**src/rtl/seg_scan_driver.sv**
```systemverilog
// rtl/seg_scan_driver.sv - eight-digit seven-segment scan driver
// Double-buffered hex word and decimal points, one digit per refresh slot; new values take effect at frame wrap.
module seg_scan_driver #(
  parameter int REFRESH_DIV = 100000
) (
  input  logic        clk,
  input  logic        rst_n,
  input  logic [31:0] data_in,
  input  logic [7:0]  dp_in,
  input  logic        load,
  output logic        busy,
  output logic [3:0]  num,
  output logic [2:0]  sel,
  output logic        dp_out,
  output logic        frame_done
);

  localparam int CNT_W = (REFRESH_DIV > 1) ? $clog2(REFRESH_DIV) : 1;
  localparam logic [CNT_W-1:0] PRESC_MAX = CNT_W'(REFRESH_DIV - 1);

  logic [CNT_W-1:0] presc_q, presc_d;
  logic [2:0]       idx_q, idx_d;
  logic [31:0]      active_data_q, active_data_d;
  logic [7:0]       active_dp_q, active_dp_d;
  logic [31:0]      pending_data_q, pending_data_d;
  logic [7:0]       pending_dp_q, pending_dp_d;
  logic             pend_q, pend_d;
  logic             frame_done_q, frame_done_d;

  logic tick;
  logic boundary;

  assign tick     = (presc_q == PRESC_MAX);
  assign boundary = tick && (idx_q == 3'd7);

  always_comb begin
    presc_d        = presc_q;
    idx_d          = idx_q;
    active_data_d  = active_data_q;
    active_dp_d    = active_dp_q;
    pending_data_d = pending_data_q;
    pending_dp_d   = pending_dp_q;
    pend_d         = pend_q;
    frame_done_d   = boundary;

    if (tick) begin
      presc_d = '0;
      idx_d   = idx_q + 3'd1;
    end else begin
      presc_d = presc_q + CNT_W'(1);
    end

    // At the frame boundary a simultaneous load bypasses the pending buffer so the newest word wins.
    if (boundary) begin
      if (load) begin
        active_data_d = data_in;
        active_dp_d   = dp_in;
        pend_d        = 1'b0;
      end else if (pend_q) begin
        active_data_d = pending_data_q;
        active_dp_d   = pending_dp_q;
        pend_d        = 1'b0;
      end
    end else if (load) begin
      pending_data_d = data_in;
      pending_dp_d   = dp_in;
      pend_d         = 1'b1;
    end
  end

  always_ff @(posedge clk) begin
    if (!rst_n) begin
      presc_q        <= '0;
      idx_q          <= '0;
      active_data_q  <= '0;
      active_dp_q    <= '0;
      pending_data_q <= '0;
      pending_dp_q   <= '0;
      pend_q         <= 1'b0;
      frame_done_q   <= 1'b0;
    end else begin
      presc_q        <= presc_d;
      idx_q          <= idx_d;
      active_data_q  <= active_data_d;
      active_dp_q    <= active_dp_d;
      pending_data_q <= pending_data_d;
      pending_dp_q   <= pending_dp_d;
      pend_q         <= pend_d;
      frame_done_q   <= frame_done_d;
    end
  end

  // Decoder anodes are wired with the index bits reversed.
  assign num        = active_data_q[4*idx_q +: 4];
  assign sel        = {idx_q[0], idx_q[1], idx_q[2]};
  assign dp_out     = ~active_dp_q[idx_q];
  assign busy       = pend_q;
  assign frame_done = frame_done_q;

endmodule

```
**config.mk**
```make
export PLATFORM = sky130hd
export DESIGN_NAME = seg_scan_driver
export DESIGN_NICKNAME = d
export VERILOG_FILES = /design/src/rtl/seg_scan_driver.sv
export SDC_FILE = /design/constraint.sdc
export NUM_CORES = 1
export LEC_CHECK = 0
export BUFFER_PORTS_ARGS = -buffer_cell sky130_fd_sc_hd__buf_2
export CAP_MARGIN = 0
export CORE_MARGIN = 5
export CORE_UTILIZATION = 30
export CTS_CLUSTER_DIAMETER = 100
export DETAILED_ROUTE_END_ITERATION = 6
export HOLD_SLACK_MARGIN = 0.05
export SLEW_MARGIN = 5
export SYNTH_ARGS = -nofsm -noshare
export SYNTH_HDL_FRONTEND = slang
export SYNTH_SLANG_ARGS = --single-unit
```
**constraint.sdc**
```tcl
create_clock -name clk -period 3.2 [get_ports clk]
set_clock_uncertainty 0.2 [all_clocks]
set_input_delay 0 -clock clk [delete_from_list [all_inputs] [get_ports clk]]
set_output_delay 0 -clock clk [all_outputs]
set_load 0.01 [all_outputs]
```
# [Word level (Yosys, flattened, before mapping)]
# Index checks and enable logic that the tools add are counted.
[word_totals] reg_bits=102 in_bits=43 out_inout_bits=10 word_cells=29
[op_classes] n_addsub=2 order_cmp=1 eq_ne=2 n_shift=1 muxes=6 n_bitwise=3 n_reduce_logical=6
[ops] operator="$mux 32" count=2
[ops] operator="$shiftx 32x6->4" count=1
[ops] operator="$add 17x1->17 const B" count=1
[ops] operator="$eq 17x17->1 const B" count=1
[ops] operator="$mux 8" count=2
[ops] operator="$lt 3x4->1 const B" count=1
[ops] operator="$reduce_and 2->1" count=2
[ops] operator="$reduce_or 2->1" count=2
[ops] operator="$add 3x1->3 const B" count=1
[ops] operator="$bmux 1 s3" count=1
[ops] operator="$eq 3x3->1 const B" count=1
[ops] operator="$not 1->1" count=3
[ops] operator="$reduce_bool 2->1" count=1
[ops] operator="$logic_and 1x1->1" count=1
[ops] operator="$mux 1" count=1

# [Longest topological paths before layout]
# Gate-level depths: netlist of run 1.
[depth] word_depth=4 ltp_mapped=8 mapped_depth_nobuf=5

# [Worst setup path after synthesis of run 1]
# Ideal clock, no wire load.
[synth_timing] path_type="reg2reg" start="reg presc_q[0]" end="reg pending_data_q[0]" setup_time_ns=0.120 arrival_ns=1.782 required_time_ns=2.880 setup_slack_ns=1.099 stages_incl_launch_ff=9 n_path_buf=3 synth_period_minus_slack_ns=2.101 cell_sequence="dfxtp_1 -> ha_1 -> nand3_2 -> or3_1 -> buf_2 -> o31a_1 -> buf_2 -> buf_6 -> mux2i_1"
[synth_between] elab_chain_len=4
[synth_rtl] item="from (decl)" line="21" text="logic [CNT_W-1:0] presc_q, presc_d;"
[synth_rtl] item="from (signal assigned)" line="82" text="presc_q <= presc_d;"
[synth_rtl] item="$eq 17x17->1" line="33" text="assign tick = (presc_q == PRESC_MAX);"
[synth_rtl] item="$logic_and 1x1->1" line="34" text="assign boundary = tick && (idx_q == 3'd7);"
[synth_rtl] item="$not 1->1 (no line)"
[synth_rtl] item="$reduce_and 2->1 (no line)"
[synth_rtl] item="to (signal assigned)" line="86" text="pending_data_q <= pending_data_d;"
[synth_rtl] item="to (decl)" line="25" text="logic [31:0] pending_data_q, pending_data_d;"
# Every way passes these cells.
# A chain may end at the register's enable or synchronous reset.

# [Worst setup path in the final report of run 1]
[layout_timing] start="reg presc_q[0]" end="reg pending_dp_q[1]"
[layout_between] elab_chain_len=4
[layout_rtl] item="$eq 17x17->1" line="33"
[layout_rtl] item="$logic_and 1x1->1" line="34"
[layout_rtl] item="$not 1->1 (no line)"
[layout_rtl] item="$reduce_and 2->1 (no line)"
[layout_rtl] item="to (signal assigned)" line="87" text="pending_dp_q <= pending_dp_d;"
[layout_rtl] item="to (decl)" line="26" text="logic [7:0] pending_dp_q, pending_dp_d;"
# Every way passes these cells.

==> results.txt, run 1 <==
The run finished with clean final reports. Prior to clock tree synthesis, the placed netlist has a worst setup slack of 0.465 ns. The power share of the clock group came out at 40.4%. The total of max-cap violations is 0. The share of the core filled with cells came out at 37.9%. The count of H-tree levels built during CTS is 3. The area inside the core boundary came out at 0.0160 mm^2. The fraction of final layout cells with drive strength greater than 1 is 22.3%. The internal power of the cells is 2.04 mW. In this run the tool buffered the top-level ports with 52 buffer cells. The post-synthesis sequential element count came out at 102. The highest ir drop seen on vdd is 0.281 mV.

The mean number of vias per cell is 4.64. The post-CTS repair timing setup buffer count is 0. The data arrival time of the worst path came out at 2.74 ns. The analysis attributes to cell leakage a power of 2.66 nW. The worst setup path is of the flip-flop to flip-flop kind. The total count of max-transition violations in the final report is 0. The filler cells instantiated in the layout total 1,615.

The actual slew at the worst max-slew pin is 0.978 ns. The total clock buffers created by CTS came out at 9. The worst setup path is launched from a flip-flop. The timing-limited maximum frequency is 368 MHz.

Excluding fillers, the count of instances in the completed layout stands at 822. Clock tree synthesis found a total of 102 sinks. Combinational logic is responsible for 9.7% of the overall power. The first TritonRoute pass finished after 4 iterations. The initial cell density of the core came out at 30.8%.

The count of unique library cells instantiated by Yosys is 39. The hold-fix buffer count after cts is 41. The total half-perimeter wirelength after legalization and detailed placement came out at 7.39 mm.

The part of the cycle the worst path needs is 84.9%. Of the total power, registers draw 49.9%. The Yosys warning count is 0. The class of the most critical hold timing path is primary input to flip-flop. The die is 138 um tall.

The worst-case headroom to the max-slew limit is 34.8%. The via count of the first global-routing pass is 3,798. Setup repair after global routing left no endpoint under its margin. The post-cts repair resize count is 0. The number of violations reported at the end of detailed-routing iteration 0 came out at 171. The top cell type by area accounts for 41.4% of the synthesized area.

The clock latency of the later-clocked register in the worst-skew pair is 0.34 ns. Clock-pin slew was measured on the worst setup and hold paths at 0.07 ns. The number of cells after detailed placement came out at 765. The number of nets in the finished design came out at 647.

The worst setup path is captured at a flip-flop. The total overflow left after global routing is 0. The overall routed net length came out at 10.9 mm.

The minimum period implied by the final worst setup slack is 2.72 ns. Counting every net in the synthesized netlist gives 574. Of the total power, the share spent switching nets is 22.9%. The data required time of the critical path is 3.22 ns. The detailed-route wire length per cell came out at 13.3 um. The average instance in the mapped netlist occupies 9.34 um^2. The summed instance area of the synthesized netlist came out at 0.00493 mm^2. The number of endpoints failing setup at the final stage came out at 0. By area the synthesized netlist is led by sky130_fd_sc_hd__dfxtp_1 41%, sky130_fd_sc_hd__mux2i_1 16%, sky130_fd_sc_hd__nand2_1 13%.

The buffer levels on the longest clock path is 2. The count of antenna diodes in the layout is 0. The chip width is 138 um. The number of rows in the core area came out at 46.

The synthesized design spends more area on one cell type than any other, namely sky130_fd_sc_hd__dfxtp_1. The floorplan die area came out at 0.0191 mm^2. The signed area change from the synthesized netlist to the final layout is 23.0%. The detailed-route DRC error count came out at 0. The switching power total is 0.608 mW. The post-detailed-route count of antenna-violating nets is 0. The initial antenna violation count is 0.

The slack of the worst reg-to-reg path came out at 0.48 ns. The number of hold-slack violations in the final timing report is 0. The wire length of the first global-routing pass came out at 18.4 mm.

The final worst hold slack came out at 0.236 ns. TritonCTS built the clock tree. The tree is rooted in a sky130_fd_sc_hd__clkbuf_16. The setup TNS came out at 0 ns. For this design the top-level I/O count stands at 53. The ratio of total power to cell area is 437 mW/mm^2. Global routing used 11.5% of the available tracks across all layers. The total via count after detailed routing came out at 3,815. Along the worst path, the maximum fanout reaches 28.

Synthesis handed over a netlist of 528 instances. The pin count of the biggest net entering global routing came out at 91. Once routing completed, OpenROAD measured the worst setup slack at 0.484 ns. The proportion of synthesized chip area in sequential cells is 41.4%.

The placer congestion estimate came out at 0.745.
cell usage after synthesis, drive strengths merged:
library cell / n
o21bai: 1
nand3: 8
buf: 13
and4: 2
xnor2: 6
or3: 4
and3: 1
ha: 3
nor3: 2
a41o: 1
inv: 7
o22ai: 1
xor2: 4
mux2: 44
and3b: 1
a31o: 1
nor4: 5
dfxtp: 102
nand2: 168
a31oi: 1
mux2i: 81
o2111ai: 1
nor4bb: 1
or4: 1
mux4: 10
nand4: 4
o21ai: 7
a221oi: 1
nor2: 13
o31a: 1
clkbuf: 26
and2: 1
a21oi: 6
worst paths after layout:
path	startpoint	end	cells after the start
hold / removal	load	pending_data_q[25]	3
setup reg to reg	presc_q[0]	pending_dp_q[1]	6
setup / recovery	presc_q[0]	pending_dp_q[1]	6
hold reg to reg	pending_data_q[30]	pending_data_q[30]	2
cell usage in the layout (no fill, tap or decap), types with 2 or more instances in the layout:
master	instances
sky130_fd_sc_hd__xor2_1	4
sky130_fd_sc_hd__clkbuf_16	9
sky130_fd_sc_hd__mux2i_1	81
sky130_fd_sc_hd__and4_1	2
sky130_fd_sc_hd__or3_1	4
sky130_fd_sc_hd__mux4_2	10
sky130_fd_sc_hd__inv_1	7
sky130_fd_sc_hd__buf_2	51
sky130_fd_sc_hd__a21oi_1	6
sky130_fd_sc_hd__ha_1	3
sky130_fd_sc_hd__nand4_1	4
sky130_fd_sc_hd__clkinv_2	3
sky130_fd_sc_hd__dfxtp_1	102
sky130_fd_sc_hd__xnor2_1	6
sky130_fd_sc_hd__o21ai_1	3
sky130_fd_sc_hd__mux2_2	44
sky130_fd_sc_hd__nand2_1	168
sky130_fd_sc_hd__nand3_1	7
sky130_fd_sc_hd__nor4_2	2
sky130_fd_sc_hd__clkinv_4	2
sky130_fd_sc_hd__nor3_1	2
sky130_fd_sc_hd__nor2_1	13
sky130_fd_sc_hd__buf_4	8
sky130_fd_sc_hd__o21ai_0	4
sky130_fd_sc_hd__dlygate4sd3_1	41
sky130_fd_sc_hd__nor4_1	3
registers in the layout, indices dropped and copies added (netlist names):
signal / count
frame_done: 1
pending_data_q: 32
pending_dp_q: 8
presc_q: 17
busy: 1
active_data_q: 32
idx_q: 3
active_dp_q: 8
layer usage:
metal	share of wire, %	global-route usage, %
met5	0	0
met2	47	19.0
met4	1.1	3.02
met1	47	14.7
met3	4.2	3.31
logic make-up (layout without fill, tap and decap cells):
family	count (synthesis)	in the layout	share of synthesized area [%]
AND/OR/NAND/NOR	211	211	17.9
multiplexers	135	135	31.0
flip-flops	102	102	41.4
buffers and inverters	46	124	4.46
AO/OA/AOI/OAI	21	21	2.64
XOR/XNOR	10	10	1.78
adder cells (fa/ha/maj)	3	3	0.761
power groups by stage:
stage	sequential, mW	clock (mW)	combinational (mW)
after global routing	1.33	1.16	0.287
after CTS	1.32	1.11	0.261
final	1.32	1.07	0.256
after floorplan	1.35	0	0.158
after detailed placement	1.35	0	0.220
after global placement	1.35	0	0.214
area by class of cell:
cell class	instances	area (um^2)	area share [%]
Inverter	7	26.3	0.433
Clock inverter	6	62.6	1.03
Timing Repair Buffer	101	746	12.3
Clock buffer	10	229	3.77
Multi-Input combinational cell	380	2690	44.3
Tap cell	216	270	4.46
Sequential cell	102	2040	33.7
worst max-delay path, cell delays in order, from the launching register on:
cell and delay [ns]:
sky130_fd_sc_hd__dfxtp_1 0.40, sky130_fd_sc_hd__ha_1 0.25, sky130_fd_sc_hd__nand3_2 0.13, sky130_fd_sc_hd__or3_1 0.43
sky130_fd_sc_hd__o31a_2 0.68, sky130_fd_sc_hd__buf_4 0.36, sky130_fd_sc_hd__mux2i_1 0.14
metrics by stage:
stage | instance area [um^2] | power, mW
final | 6070 | 2.65
after global routing | 6070 | 2.78
after CTS | 6070 | 2.69
after detailed placement | 5360 | 1.57
after global placement | 5360 | 1.56
after floorplan | 4930 | 1.51
No activity file was read; power rests on OpenSTA's default activity.
==> run 2, diff against run 1 <==
ABC_AREA = 1   (was default)
clock period = 2.2 ns   (was 3.2 ns; I/O delays follow)
==> run 2 against run 1 <==
Compared with the run above:
- count of clock-buffer cells in the layout is 3 higher
- total power is 46% higher
- combinational power is 54% higher
- core utilization is 0.87 points lower
- cell count is 35% higher
- worst hold slack worse by 0.11 ns
- clock power is 45% higher
- sequential share of layout area is 2.8 points lower
- register-to-register slack worse by 0.28 ns
- critical path depth is 1 higher
- design area is 9.3% higher
- non-clock buffer count is 10 higher
- largest power group unchanged
==> results.txt, run 2 <==
Status: complete, no violations (unchanged). The setup slack after placement is 0.203 ns (was 0.465 ns). The number of endpoints failing setup at the final stage came out at 0 (unchanged). The detailed-route wire length per cell is 11.6 um (was 13.3 um). The total count of max-transition violations in the final report came out at 0 (unchanged).

Most frequent cells after synthesis: 148 x sky130_fd_sc_hd__nand2_1, 133 x sky130_fd_sc_hd__inv_1, 114 x sky130_fd_sc_hd__nor2_1, 102 x sky130_fd_sc_hd__dfxtp_1, 66 x sky130_fd_sc_hd__a21oi_1 (was 168 x sky130_fd_sc_hd__nand2_1, 102 x sky130_fd_sc_hd__dfxtp_1, 81 x sky130_fd_sc_hd__mux2i_1, 44 x sky130_fd_sc_hd__mux2_2, 26 x sky130_fd_sc_hd__clkbuf_1). The pin count of the biggest net entering global routing came out at 121 (was 91). The critical path class is flip-flop to primary output (was flip-flop to flip-flop). The area inside the core boundary came out at 0.0179 mm^2 (was 0.0160 mm^2). The total of max-cap violations is 0 (unchanged). The share of synthesized registers carrying an async set or reset is 0% (unchanged). The reg-to-reg critical path startpoint is presc_q[0] (unchanged). The count of unique library cells instantiated by Yosys is 28 (was 39). The slack of the worst reg-to-reg path came out at 0.20 ns (was 0.48 ns).

The setup TNS was 0 ns (unchanged). The endpoint with the worst hold slack is pending_data_q[18] (was pending_data_q[25]). The net count of the mapped netlist was 858 (was 574). The setup slack of the critical path after layout came to 0.182 ns (was 0.484 ns).

The detailed-route DRC error count was 0 (unchanged). The post-synthesis sequential element count is 102 (unchanged). The final worst hold slack came out at 0.126 ns (was 0.236 ns). The part of the cycle the worst path needs came out at 91.7%. The clock-pin slew on the worst setup and hold paths came out at 0.07 ns (about the same).

The total via count after detailed routing is 4,957 (was 3,815). The number of stages on the worst hold path is 4 (was 3). The final instance area came out at 0.00663 mm^2 (was 0.00607 mm^2). The count of placed standard cells in the final layout, fillers left out came out at 1,112 (was 822). The overall routed net length was 12.9 mm (was 10.9 mm).

The Yosys warning count came out at 0 (unchanged). The biggest fanout along the worst timing path came out at 8 (was 28). The share of the core filled with cells came out at 37.0% (was 37.9%).

The data required time of the critical path is 2.00 ns (was 3.22 ns). The count of H-tree levels built during CTS is 3 (unchanged). The actual slew at the worst max-slew pin came out at 0.574 ns (was 0.978 ns).

The CTS sink count came out at 102 (unchanged). The number of iterations in the first detailed-routing pass was 4 (unchanged). The cell with the largest stage delay on the worst path is sky130_fd_sc_hd__dfxtp_2 (was sky130_fd_sc_hd__o31a_2). The post-detailed-route count of antenna-violating nets is 0 (unchanged).

The CTS tree is done (unchanged). The all-layer global routing usage is 12.6% (was 11.5%). The mean number of vias per cell came to 4.46 (was 4.64).

The summed instance area of the synthesized netlist is 0.00543 mm^2 (was 0.00493 mm^2). The most common flop cell mapped by yosys is sky130_fd_sc_hd__dfxtp_1 (unchanged). The end of the worst register-to-register path is presc_q[7] (was pending_dp_q[1]).

The total clock buffers created by CTS came out at 9 (unchanged). The top-level I/O count came to 53 (unchanged). The total half-perimeter wirelength after legalization and detailed placement is 8.50 mm (was 7.39 mm).

The post-synthesis cell count is 812 (was 528). The area of placed instances is 0.00590 mm^2 (was 0.00536 mm^2). The highest ir drop seen on vdd came out at 0.373 mV (was 0.281 mV).

The worst stage delay on the critical path is 0.41 ns (was 0.68 ns). The signed area change from the synthesized netlist to the final layout is 22.1% (was 23.0%). The initial antenna violation count was 0 (unchanged).

The clock latency of the later-clocked register in the worst-skew pair came out at 0.35 ns (was 0.34 ns). The worst reg2reg path depth came out at 9 (was 6). The count of fill cells added during filler insertion came out at 1,964 (was 1,615). The remaining global-route overflow is 0 (unchanged). The number of cells after detailed placement came out at 1,052 (was 765).

The capturing element type of the critical path is a primary output (was flip-flop). The post-synthesis average cell area came out at 6.69 um^2 (was 9.34 um^2). The launch instance of the worst min-delay path is load (unchanged). The area share of the largest cell type after synthesis came out at 37.6% (was 41.4%). The post-synthesis cell type with the largest combined area is sky130_fd_sc_hd__dfxtp_1 (unchanged). The buffer levels on the longest clock path came out at 2 (unchanged). The initial cell density of the core is 30.3% (was 30.8%). Critical Path, Cell by Cell: clkinvlp_4, a21oi_1, o21ai_0, nand2_1, nor2_1, a31oi_1, buf_2 (was ha_1, nand3_2, or3_1, o31a_2, buf_4, mux2i_1). The fraction of final layout cells with drive strength greater than 1 is 11.8% (was 22.3%). The proportion of synthesized chip area in sequential cells is 37.6% (was 41.4%). The number of violations reported at the end of detailed-routing iteration 0 came out at 318 (was 171). The number of flops mapped to enable cells by yosys is 0 (unchanged). The most repeated cell in the gate-level netlist after synthesis is sky130_fd_sc_hd__nand2_1 (unchanged). The number of rows in the core area is 49 (was 46).

The clock root buffer was sky130_fd_sc_hd__clkbuf_16 (unchanged). The overall power consumption came out at 3.88 mW (was 2.65 mW). The type of origin of the critical path is a flip-flop (unchanged). The number of buffers added on ports is 52 (unchanged). The floorplan die area is 0.0209 mm^2 (was 0.0191 mm^2).

Setup repair after global routing missed its margin: no (unchanged). The number of hold-slack violations in the final timing report came out at 0 (unchanged). Top library cells by usage in the layout, fill and taps aside: 148 x sky130_fd_sc_hd__nand2_1, 132 x sky130_fd_sc_hd__inv_1, 113 x sky130_fd_sc_hd__nor2_1 (was 168 x sky130_fd_sc_hd__nand2_1, 102 x sky130_fd_sc_hd__dfxtp_1, 81 x sky130_fd_sc_hd__mux2i_1). Cells taking the most area after synthesis: sky130_fd_sc_hd__dfxtp_1 38%, sky130_fd_sc_hd__nand2_1 10%, sky130_fd_sc_hd__inv_1 9.2% (was sky130_fd_sc_hd__dfxtp_1 41%, sky130_fd_sc_hd__mux2i_1 16%, sky130_fd_sc_hd__nand2_1 13%). The wire length of the first global-routing pass came out at 21.3 mm (was 18.4 mm). The placer congestion estimate came out at 0.816 (was 0.745). The die extent in y came to 145 um (was 138 um). The most common cell after layout, fill and taps aside is sky130_fd_sc_hd__nand2_1 (unchanged).

The worst-case headroom to the max-slew limit is 61.7% (was 34.8%). The minimum period implied by the final worst setup slack is 2.02 ns. The timing-limited maximum frequency is 496 MHz. The ratio of total power to cell area came out at 585 mW/mm^2 (was 437 mW/mm^2).

The class of the most critical hold timing path is primary input to flip-flop (unchanged). Leading registers by flop count: active_data_q (32), pending_data_q (32), presc_q (17) (unchanged). The number of nets in the finished design came to 924 (was 647). The standby leakage power was 3.11 nW (was 2.66 nW). The count of antenna diodes in the layout is 0 (unchanged). The chip width is 145 um (was 138 um). The via count of the first global-routing pass was 4,341 (was 3,798). The data arrival time of the worst path came out at 1.82 ns (was 2.74 ns).
[run 2: kinds of logic (layout without fill, tap and decap cells)]
group / Yosys count / count (layout) / share of synthesized area (%)
multiplexers: 40 / 40 / 7.37
XOR/XNOR: 10 / 10 / 1.61
AND/OR/NAND/NOR: 367 / 367 / 29.5
flip-flops: 102 / 102 / 37.6
buffers and inverters: 195 / 266 / 14.4
adder cells (fa/ha/maj): 3 / 3 / 0.691
AO/OA/AOI/OAI: 95 / 95 / 8.87
[run 2: where the power goes]
part	switching (mW)	internal [mW]	leakage, nW	total [mW]
combinational	0.205	0.190	2.14	0.394
sequential	0.0276	1.90	0.834	1.93
clock	0.695	0.857	0.142	1.55
total	0.928	2.95	3.11	3.88
[run 2: cell type report]
cell class	count	area, um^2	share of cell area [%]
Clock buffer	13	270	4.08
Inverter	138	526	7.92
Multi-Input combinational cell	515	2610	39.4
Clock inverter	3	17.5	0.264
Tap cell	229	287	4.32
Timing Repair Buffer	111	871	13.1
Sequential cell	102	2040	30.8
Timing Repair inverter	1	5.00	0.0755
[run 2: what timing repair did]
action,in CTS,in global routing
gates resized for setup,0,4
setup buffers,0,2
hold buffers,41,0
endpoints found under the setup margin,0,4
endpoints found under the hold margin,83,0
[run 2: worst max path at each step]
stage	cells after the start	slack, ns	to	startpoint
3_3_place_gp	9	0.29	presc_q[7]	presc_q[0]
3_5_place_dp	9	0.20	presc_q[9]	presc_q[0]
2_1_floorplan	7	0.34	active_data_q[21]	idx_q[0]
5_1_grt	10	0.005	presc_q[15]	presc_q[0]
4_1_cts	7	0.05	num[0]	idx_q[0]
6_report	7	0.18	num[0]	idx_q[1]
[run 2: routing by layer]
metal	up-vias	part of all wire [%]	track usage [%]	wire, um
met2	71	46	19.4	5900
met3	16	2.8	2.18	367
li1	2676	-	-	-
met5	-	0	0	0
met4	0	1.9	4.86	247
met1	2194	50	17.6	6400
[run 2: critical path, delay by kind of cell (launching register included)]
kind,cells,cell delay (ns)
DFF,1,0.41
AOI/OAI and AO/OA,3,0.54
buffers and inverters,2,0.39
and+or+nand+nor,2,0.13
